$ cat config.mk
export PLATFORM = sky130hd
export DESIGN_NAME = k_rptr_empty_sync
export DESIGN_NICKNAME = d
export VERILOG_FILES = /design/src/rtl/k_rptr_empty_sync_pkg.sv /design/src/rtl/k_rptr_empty_sync_sync.sv /design/src/rtl/k_rptr_empty_sync.sv
export SDC_FILE = /design/constraint.sdc
export NUM_CORES = 1
export LEC_CHECK = 0
export ABC_AREA = 1
export CORE_MARGIN = 2
export CORE_UTILIZATION = 45
export DETAILED_ROUTE_END_ITERATION = 7
export PLACE_DENSITY = 0.74
export SYNTH_ARGS = -nofsm -noshare
export SYNTH_HDL_FRONTEND = slang
export SYNTH_SLANG_ARGS = --single-unit
$ cat constraint.sdc
create_clock -name clk -period 1.99 [get_ports clk]
set_input_delay 0.2985 -clock clk [delete_from_list [all_inputs] [get_ports clk]]
set_output_delay 0.2985 -clock clk [all_outputs]
set_load 0.03 [all_outputs]
$ cat src/rtl/k_rptr_empty_sync_pkg.sv
// -----------------------------------------------------------------------------
// k_rptr_empty_sync_pkg
// Shared definitions for the dual-clock FIFO pointer logic (read and write
// sides).
//   K_PTR_W : default pointer width, including the wrap bit.
//   K_FN_W  : working width of the gray/binary helper functions.
//   b2g()   : binary -> gray.
//   g2b()   : gray -> binary.
// The helpers work at K_FN_W bits. Callers zero-extend their operand to
// K_FN_W with a size cast and cast the result back to their own width. For a
// zero-extended operand, both conversions leave the upper bits at zero. The
// low bits therefore equal the conversion done at the caller's width, so one
// function pair serves every pointer width up to K_FN_W.
// -----------------------------------------------------------------------------
package k_rptr_empty_sync_pkg;

    localparam int K_PTR_W = 4;
    localparam int K_FN_W  = 32;

    // Binary to gray: each gray bit is the xor of two adjacent binary bits.
    function automatic logic [K_FN_W-1:0] b2g(input logic [K_FN_W-1:0] bin);
        return bin ^ (bin >> 1);
    endfunction

    // Gray to binary: each binary bit is the xor of all gray bits at or above
    // it. The loop builds that prefix xor in log2(K_FN_W) doubling steps.
    function automatic logic [K_FN_W-1:0] g2b(input logic [K_FN_W-1:0] gray);
        logic [K_FN_W-1:0] bin;
        bin = gray;
        for (int sh = 32'sd1; sh < K_FN_W; sh = sh * 32'sd2) begin
            bin = bin ^ (bin >> sh);
        end
        return bin;
    endfunction

endpackage

$ cat src/rtl/k_rptr_empty_sync_sync.sv
// -----------------------------------------------------------------------------
// k_sync_ff
// Multi-stage flop chain that brings a gray-coded pointer into a new clock
// domain. The flops have nothing between them. Every stage clears on the
// asynchronous active-low reset.
// Parameters:
//   WIDTH  : bus width.
//   STAGES : number of flops in the chain (2..4 in use).
// Ports:
//   clk   : destination-domain clock.
//   rst_n : asynchronous active-low reset.
//   d_i   : unsynchronized input bus.
//   q_o   : output of the last stage.
// -----------------------------------------------------------------------------
module k_sync_ff #(
    parameter int WIDTH  = 4,
    parameter int STAGES = 2
) (
    input  logic             clk,
    input  logic             rst_n,
    input  logic [WIDTH-1:0] d_i,
    output logic [WIDTH-1:0] q_o
);

    logic [WIDTH-1:0] sync_q [STAGES];

    // Shift register: stage 0 samples the foreign bus and each later stage copies its predecessor.
    always_ff @(posedge clk or negedge rst_n) begin
        if (!rst_n) begin
            for (int i = 0; i < STAGES; i++) begin
                sync_q[i] <= {WIDTH{1'b0}};
            end
        end else begin
            sync_q[0] <= d_i;
            for (int i = 1; i < STAGES; i++) begin
                sync_q[i] <= sync_q[i-1];
            end
        end
    end

    assign q_o = sync_q[STAGES-1];

endmodule

$ cat src/rtl/k_rptr_empty_sync.sv
// -----------------------------------------------------------------------------
// k_rptr_empty_sync
// Read-side pointer and empty-flag generator for the dual-clock FIFO.
//
// The module syncs the write-domain gray pointer into the read clock. It keeps
// a binary read counter and a registered gray copy of that counter. It
// produces a registered, pessimistic empty flag.
//
// Parameters:
//   data_size   : pointer width including the wrap bit. The RAM depth is
//                 2^(data_size-1). The helper functions limit data_size to 32.
//   sync_stages : synchronizer depth for wptr_async (2..4).
// Ports:
//   clk        : read-domain clock.
//   rst_n      : asynchronous active-low reset.
//   inc        : read request. It pops one entry when empty is low.
//   wptr_async : gray write pointer from the write domain, unsynchronized.
//   rptr       : registered gray read pointer, sent to the write domain.
//   raddr      : RAM read address (low bits of the binary read pointer).
//   empty      : registered empty flag.
//   rd_ok      : inc && !empty. It is high in the cycle a pop is accepted.
//   rlevel     : (only with K_RD_LEVEL_EN) registered occupancy seen from the
//                read side.
// Optional feature:
//   K_RD_LEVEL_EN : when defined, adds the rlevel output and its
//                   gray-to-binary conversion of the synced write pointer.
// -----------------------------------------------------------------------------
module k_rptr_empty_sync
    import k_rptr_empty_sync_pkg::*;
#(
    parameter int data_size   = K_PTR_W,
    parameter int sync_stages = 2
) (
    input  logic                 clk,
    input  logic                 rst_n,
    input  logic                 inc,
    input  logic [data_size-1:0] wptr_async,
    output logic [data_size-1:0] rptr,
    output logic [data_size-2:0] raddr,
    output logic                 empty,
    output logic                 rd_ok
`ifdef K_RD_LEVEL_EN
    ,
    output logic [data_size-1:0] rlevel
`endif
);

    logic [data_size-1:0] wsync_s;
    logic                 rd_ok_s;
    logic [data_size-1:0] rbin_q;
    logic [data_size-1:0] rbin_d;
    logic [data_size-1:0] rptr_q;
    logic [data_size-1:0] rptr_d;
    logic                 empty_q;
    logic                 empty_d;

    // Write pointer crosses into the read domain through a plain flop chain.
    k_sync_ff #(
        .WIDTH  (data_size),
        .STAGES (sync_stages)
    ) u_wptr_sync (
        .clk   (clk),
        .rst_n (rst_n),
        .d_i   (wptr_async),
        .q_o   (wsync_s)
    );

    // A request made while empty is dropped here, so the counter cannot underflow.
    assign rd_ok_s = inc && !empty_q;

    // Next read pointer in binary and gray, and the empty flag it implies.
    always_comb begin
        rbin_d  = rbin_q + {{(data_size-1){1'b0}}, rd_ok_s};
        rptr_d  = data_size'(b2g(K_FN_W'(rbin_d)));
        // The comparison uses the post-pop pointer. A pop that takes the last
        // entry therefore raises empty on the same edge. A write the
        // synchronizer has not delivered yet keeps empty high, so empty is
        // never cleared early.
        empty_d = (rptr_d == wsync_s);
    end

    // Read pointer state and empty flag update together on each read clock.
    always_ff @(posedge clk or negedge rst_n) begin
        if (!rst_n) begin
            rbin_q  <= {data_size{1'b0}};
            rptr_q  <= {data_size{1'b0}};
            empty_q <= 1'b1;
        end else begin
            rbin_q  <= rbin_d;
            rptr_q  <= rptr_d;
            empty_q <= empty_d;
        end
    end

`ifdef K_RD_LEVEL_EN
    logic [data_size-1:0] rlevel_q;
    logic [data_size-1:0] rlevel_d;

    // Occupancy = synced write count minus post-pop read count (wraps naturally).
    always_comb begin
        rlevel_d = data_size'(g2b(K_FN_W'(wsync_s))) - rbin_d;
    end

    // Occupancy register; it changes on the same edge as the empty flag.
    always_ff @(posedge clk or negedge rst_n) begin
        if (!rst_n) begin
            rlevel_q <= {data_size{1'b0}};
        end else begin
            rlevel_q <= rlevel_d;
        end
    end

    assign rlevel = rlevel_q;
`endif

    assign rptr  = rptr_q;
    assign raddr = rbin_q[data_size-2:0];
    assign empty = empty_q;
    assign rd_ok = rd_ok_s;

endmodule
## Word-level counts from Yosys, hierarchy flattened

Cells that the tools add are included.

| storage, ports and cells | value |
|---|---|
| register bits after elaboration | 17 |
| input bits | 7 |
| logic and storage cells | 10 |

| cells by class | value |
|---|---|
| reductions and logical operators | 2 |
| bitwise gates (word level) | 1 |
| eq/ne operators | 1 |
| add/sub/neg operators | 1 |

Operators with widths:

| cell | count |
|---|---|
| adder 4 x 1 -> 4 bit | 1 |
| == test 4 bit | 1 |
| XOR 4 x 3 -> 4 bit | 1 |
| logical AND 1 bit | 1 |
| zero test 1 bit | 1 |

## Longest topological paths before layout

Gate-level depths: netlist of the first run.

| logic depth | value |
|---|---|
| depth after elaboration | 5 |
| mapped depth | 13 |
| gate-level depth less buffers | 13 |

## By module

Synthesis of the first run repeated with hierarchy kept, for this count alone.

| unflattened totals | value |
|---|---|
| cell total of the unflattened synthesis | 71 |
| area, all modules | 669.4 µm² |

Modules (own cells, without submodules):

| module | cells each | instances | area each (µm²) |
|---|---|---|---|
| k_rptr_empty_sync | 59 | 1 | 439.2 |
| k_sync_ff | 12 | 1 | 230.2 |

## Worst setup path after synthesis of the first run

OpenSTA, ideal clock, no wires.

| path | value |
|---|---|
| path type | register -> register |
| start point | register empty_q, in the netlist empty |
| end point | register empty_q, in the netlist empty |
| slack | 16 ps |
| stages on the path, launching flop included | 11 |
| library setup time | 67 ps |
| clock period less this slack | 1974 ps |
| arrival | 1907 ps |
| cells stage by stage | dfstp_2 > nor2_1 > ha_1 > ha_1 > nand2_1 > nand3b_1 > nand2_1 > nand2_1 > nor2_1 > nand2_1 > nor2_1 |

| between the ends | value |
|---|---|
| word-level cells in the longest chain between the ends | 5 |

Ends and longest elaborated chain:

| element | line | source |
|---|---|---|
| from (decl) | k_rptr_empty_sync.sv:54 | `logic empty_q;` |
| from (signal assigned) | k_rptr_empty_sync.sv:91 | `empty_q <= empty_d;` |
| zero test 1 bit | k_rptr_empty_sync.sv:69 | `assign rd_ok_s = inc && !empty_q;` |
| logical AND 1 bit | k_rptr_empty_sync.sv:69 |  |
| net rd_ok | k_rptr_empty_sync.sv:41 | `output logic rd_ok` |
| adder 4 x 1 -> 4 bit | k_rptr_empty_sync.sv:73 | `rbin_d = rbin_q + {{(data_size-1){1'b0}}, rd_ok_s};` |
| net rbin_d[1] | k_rptr_empty_sync.sv:51 | `logic [data_size-1:0] rbin_d;` |
| XOR 4 x 3 -> 4 bit | k_rptr_empty_sync_pkg.sv:22 | `return bin ^ (bin >> 1);` |
| == test 4 bit | k_rptr_empty_sync.sv:79 | `empty_d = (rptr_d == wsync_s);` |
| net empty_d | k_rptr_empty_sync.sv:55 | `logic empty_d;` |

The timed path passes the listed nets, and every way through them passes these cells.

## Worst setup path after layout of the first run

| path | value |
|---|---|
| start point | input port inc |
| end point | output port rd_ok |

| between the ends | value |
|---|---|
| word-level cells in the longest chain between the ends | 1 |

Ends and longest elaborated chain:

| element | line | source |
|---|---|---|
| from (decl) | k_rptr_empty_sync.sv:36 | `input logic inc,` |
| logical AND 1 bit | k_rptr_empty_sync.sv:69 |  |
| to (decl) | k_rptr_empty_sync.sv:41 |  |

No other way between the ends.

==> results of run 1 <==
## layout make-up
class,count,area [um2]
Fill cell,113,463
Tap cell,15,18.8
Clock buffer,4,26.3
Timing Repair Buffer,18,173
Multi-Input combinational cell,43,205
Sequential cell,16,402
Inverter,8,30.0
## where the power goes
| group | leakage (nW) | switching, W | internal, W | total, W |
|---|---|---|---|---|
| combinational | 0.229 | 0.000487 | 0.000346 | 0.000833 |
| sequential | 0.188 | 0.0000593 | 0.000421 | 0.000480 |
| clock | 0.0150 | 0.0000904 | 0.0000776 | 0.000168 |
## routing by layer
| layer | global-route usage | vias up | part of all wire |
|---|---|---|---|
| met5 | 0 | - | 0 |
| met2 | 0.266 | 12 | 0.54 |
| met1 | 0.149 | 235 | 0.41 |
| li1 | - | 256 | - |
| met4 | 0.116 | 0 | 0.021 |
| met3 | 0.0261 | 4 | 0.034 |
## cells by family (layout without fill, tap and decap cells)
logic type	count (synthesis)	count (layout)
and+or+nand+nor	41	41
DFF	16	16
buffers and inverters	8	30
adders and majority gates	2	2
## per-stage QoR
stage	area [um2]	setup slack, ns	instances	hold WS (ns)	utilization
floorplan	637	0.0158	67	0.00291	-
global placement	828	0.0695	100	0.333	0.629
detailed placement	828	0.00345	100	0.340	0.629
CTS	855	0.0657	104	0.359	0.649
global route	855	0.0368	104	0.365	0.649
finish	855	0.0736	104	0.357	0.649
## flip-flops by register name, summed over array words and instances, names as in the netlist
signal              count
empty                   1
rbin_q                  4
rptr                    3
u_wptr_sync.q_o         4
u_wptr_sync.sync_q      4
## cell usage after synthesis
library cell,count,area [um2]
ha_1,2,25.0
nand4_1,2,12.5
nand2_2,2,12.5
nand3b_1,2,15.0
inv_1,8,30.0
dfrtp_1,15,375
nand3_1,7,35.0
nand2_1,24,90.1
nor2_1,4,15.0
dfstp_2,1,26.3
## final timing paths
check / from / endpoint / depth (start not counted)
worst max-delay path: inc / rd_ok / 4
worst min-delay path: u_wptr_sync.sync_q[6]$_DFF_PN0_ / u_wptr_sync.q_o[2]$_DFF_PN0_ / 0
worst max register to register: empty$_DFF_PN1_ / empty$_DFF_PN1_ / 11
worst min register to register: u_wptr_sync.sync_q[6]$_DFF_PN0_ / u_wptr_sync.q_o[2]$_DFF_PN0_ / 0
max in group asynchronous: rst_n / rbin_q[2]$_DFF_PN0_ / 1
min in group asynchronous: rst_n / u_wptr_sync.q_o[0]$_DFF_PN0_ / 1
==> results.md, run 1 <==
- Crit. End Element: output port
- Skew-Pair Late Insertion Delay: between 0.2 and 0.3 ns
- Yosys cell types: 10
- 1st-pass router iterations: 4
- Global-route wire length before repair: 1930 um
- Core area: between 1000 and 1500 um2
- Antenna Nets Post-Route: 0
- P_leak: roughly 0.43 nW
- Avg Cell Area, Syn: between 9 and 10 um2
- FP Rows: 13
- Sink Count: 16
- Period minus WS final: 1.92 ns
- CP peak stage delay: a little under 0.7 ns
- DRC Markers: 0
- Die height: 41.6 um
- RePlAce Congestion: slightly below 0.8
- CTS max path bufs: 2
- Worst path required time: roughly 1.7 ns
- Post-Route Setup TNS: 0 ns
- Layout Skew: 0.00554 ns
- PD cells: about 1700 nW/um2
- Slew Limit Headroom: 0.563
- Total Power: about 0.0015 W
- Post-cts repair resize count: 0
- Worst Tran Pin Value: between 0.6 and 0.7 ns
- Drt wl/cell: 9.85 um
- Total global routing overflow: 0
- MaxCap Viol Count: 0
- Slowest CP cell: clkdlybuf4s50_1
- CTS HTree Levels: 1
- Crit Path Max Fanout: 2
- Synthesized instance count: 67
- Iter 0 DRT Violations: 5
- Dpl hpwl: 861 um
- F_max: between 0.5 and 0.6 GHz
- RSZ-0062 raised after global routing: no
- Post-synthesis adder-cell area fraction: 0.0393
- Register area share after synthesis: 0.631
- Clock transition at path regs: about 0.080 ns
- Floorplan die width: about 42 um
- Crit path buf inv count: 3
- Port Buf Inserts: 15
- Boundary Pins: 16
- # diodes: 0
- Mux contribution to synthesized area: 0
- Area Growth Syn to Fin: 34.2%
- Die area: around 1700 um2
- Final WL: 1020 um
- Final setup vio count: 0
- Hold Vio Cnt, Final: 0
- Outcome: complete, no violations
- Mapped Area: roughly 640 um2
- Synth Area in Simple Gates: 0.283
- Largest net degree at the start of global routing: 17
- Root buffer cell: clkbuf_4
- Most frequent cells in the layout: 24 x nand2_1, 15 x clkdlybuf4s50_1, 15 x dfrtp_1
- Final cycle utilization of the critical path: 0.963
- Tot GR Track Use: 0.148
- Vias in the first global route: 514
- Startpoint types: input pin
- Max IR drop VDD: between 0.8 and 0.9 mV
- CP Class: input pin to output port
- Hold buffers post-CTS: 0
- CTS tree: done
- Initial antenna violation count: 0
- Critical-path cell list: clkdlybuf4s50_1, inv_1, nor2_1, clkdlybuf4s50_1
- Initial Utilization: 0.483
- Commonest non-fill, non-tap cell in the layout: nand2_1
- Min-delay worst type: flip-flop to flip-flop
- DR vias: between 500 and 600
- Final #Nets: 99
- CTS buffer count: 3
- Slew Viols, Final: 0
- Synth warnings: 0
- Post-CTS Repair Setup Buffers: 0
- Via density: just under 5
- Flop2flop setup slack: around 0.25 ns
- Ratio of cells with drive above 1 in the final layout: 0.101
- XOR/XNOR Fraction of Synth Area: 0
- Critical Path AT: about 1.6 ns
- Largest family of logic cells by synthesized area: simple AND/OR/NAND/NOR gates
- Compound-Gate Fraction of Synth Area: 0
- Most used cell, CP: clkdlybuf4s50_1
- Mapped Nets: 76
- Synth Register Bits: 16
- Delay-heaviest family, CP: buffers and inverters
Note: power is estimated with default switching activity, not from simulation.
==> run 2, diff against run 1 <==
CORE_UTILIZATION = 41   (was 45)
HOLD_SLACK_MARGIN = 0.05   (was unset)
PLACE_DENSITY = 0.71   (was 0.74)
clock period = 1.75 ns   (was 1.99 ns; I/O delays follow)
==> results.md, run 2 (same netlist as run 1, synthesis figures left out) <==
- Antenna Nets Post-Route: 0 (unchanged)
- Worst r2r src: empty$_DFF_PN1_
- Boundary Pins: 16 (unchanged)
- Inst Count DP: 104 (+4.0%)
- DR vias: 505 (-0.39%)
- # diodes: 0 (unchanged)
- Outcome: complete, no violations
- RR Endpoint: empty$_DFF_PN1_
- Crit. End Element: output port
- CTS HTree Levels: 1 (unchanged)
- PD cells: 2040 nW/um2 (+18%)
- F_max: a little under 0.6 GHz
- Iter 0 DRT Violations: 0 (-5)
- Sink Count: 16 (unchanged)
- Worst Tran Pin Value: 0.314 ns (-0.340 ns)
- Die area: 1880 um2 (+8.8%)
- Total global routing overflow: 0 (unchanged)
- Reg2reg path depth: 11 (unchanged)
- RSZ-0062 raised after global routing: yes
- Min-delay worst type: input pin to async pin
- Skew-Pair Late Insertion Delay: 0.27 ns (about the same)
- Initial antenna violation count: 0 (unchanged)
- Worst path required time: 1.49 ns (-0.20 ns)
- Initial Utilization: 0.428 (-0.0556)
- Vias in the first global route: 536 (+4.3%)
- Via density: 4.68 (-4.1%)
- Final #Nets: 102 (+3.0%)
- Post-route insts no fill: 108 (+3.8%)
- Flop2flop setup slack: 0.08 ns (-0.17 ns)
- Final setup vio count: 0 (unchanged)
- 1st-pass router iterations: 1 (-3)
- Root buffer cell: clkbuf_4
- Largest net degree at the start of global routing: 17 (unchanged)
- Final setup margin: 0.0586 ns (-0.0150 ns)
- Final cycle utilization of the critical path: 0.967
- Delay-heaviest family, CP: buffers and inverters
- Place WS: -0.117 ns (-0.120 ns)
- Floorplan die width: 43.4 um (+4.3%)
- Core area: 1490 um2 (+13%)
- Commonest non-fill, non-tap cell in the layout: nand2_1
- Layout Skew: 0.00101 ns (-0.00452 ns)
- CTS tree: done
- Global-route wire length before repair: 2080 um (+7.5%)
- Clock transition at path regs: 0.09 ns (about the same)
- Port Buf Inserts: 15 (unchanged)
- Slew Limit Headroom: 0.791 (+0.227)
- Crit Path Max Fanout: 5 (+3)
- Critical-path cell list: clkdlybuf4s50_1
- Crit path buf inv count: 1 (-2)
- Most frequent cells in the layout: 23 x nand2_1, 15 x dfrtp_1, 12 x clkdlybuf4s50_1
- Drt wl/cell: 10.2 um (+3.3%)
- Hold Vio Cnt, Final: 0 (unchanged)
- Dpl hpwl: 885 um (+2.9%)
- FP Rows: 14 (+1)
- CTS max path bufs: 2 (unchanged)
- Tot GR Track Use: 0.146 (-0.00255)
- Die height: 43.4 um (+4.3%)
- CP peak stage delay: 0.70 ns (about the same)
- Area Growth Syn to Fin: 46.0%
- Fin util: 0.624 (-0.0243)
- Hold buffers post-CTS: 0 (unchanged)
- Slew Viols, Final: 0 (unchanged)
- CP Class: flip-flop to output port
- Final WL: 1100 um (+7.3%)
- P_leak: 0.472 nW (+9.3%)
- CTS buffer count: 3 (unchanged)
- Max IR drop VDD: 1.25 mV (+46%)
- Startpoint types: flip-flop
- MaxCap Viol Count: 0 (unchanged)
- DRC Markers: 0 (unchanged)
- Slowest CP cell: clkdlybuf4s50_1
- Hold Slack: 0.294 ns (-0.0630 ns)
- RePlAce Congestion: 0.702 (-9.2%)
- Ratio of cells with drive above 1 in the final layout: 0.207 (+0.105)
- Period minus WS final: between 1.5 and 2 ns
- Critical Path AT: 1.43 ns (-0.19 ns)
==> run 2: what timing repair did <==
action / 4_1_cts / 5_1_grt
endpoints found under the setup margin: 1 / 3
setup buffers: 0 / 0
pin swaps: 0 / 3
cloned: 0 / 0
resized for setup: 1 / 5
==> run 2: power by group <==
| part | internal (W) | switching [W] |
|---|---|---|
| clock network | 0.000126 | 0.000109 |
| registers | 0.000479 | 0.0000814 |
| logic | 0.000490 | 0.000612 |
==> run 2: per-stage QoR <==
stage | setup TNS (ns) | cell area, um2 | total power (W)
3_3_place_gp | -0.0783 | 882 | 0.00158
2_1_floorplan | 0 | 669 | 0.00120
6_report | 0 | 930 | 0.00190
5_1_grt | -0.0449 | 930 | 0.00206
4_1_cts | 0 | 917 | 0.00186
3_5_place_dp | -0.177 | 882 | 0.00163
==> run 2: cell type report <==
class / instances / area [um2]
inverters: 8 / 32.5
well taps: 16 / 20.0
flip-flops and latches: 16 / 402
fillers: 122 / 559
repair buffers: 21 / 194
clock buffers: 4 / 36.3
multi-input cells: 43 / 245
==> run 2: how the worst max path moves through the flow <==
stage                              from         endpoint  cells after the start
floorplan               empty$_DFF_PN1_  empty$_DFF_PN1_                     11
global placement                    inc  empty$_DFF_PN1_                     13
detailed placement                  inc  empty$_DFF_PN1_                     13
CTS                 rbin_q[1]$_DFF_PN0_         raddr[1]                      1
global route            empty$_DFF_PN1_  empty$_DFF_PN1_                     11
finish              rbin_q[1]$_DFF_PN0_         raddr[1]                      1
==> run 2: routing by layer <==
metal	up-vias	track usage	part of all wire
met3	0	0.0375	0.034
met1	235	0.187	0.43
li1	261	-	-
met2	9	0.248	0.54
met5	-	0	0
met4	0	0.0364	0
==> run 3, diff against run 2 <==
HOLD_SLACK_MARGIN = unset   (was 0.05)
==> results of run 3 <==
Same layout as run 2: the final DEF is identical, and so are final timing and power.
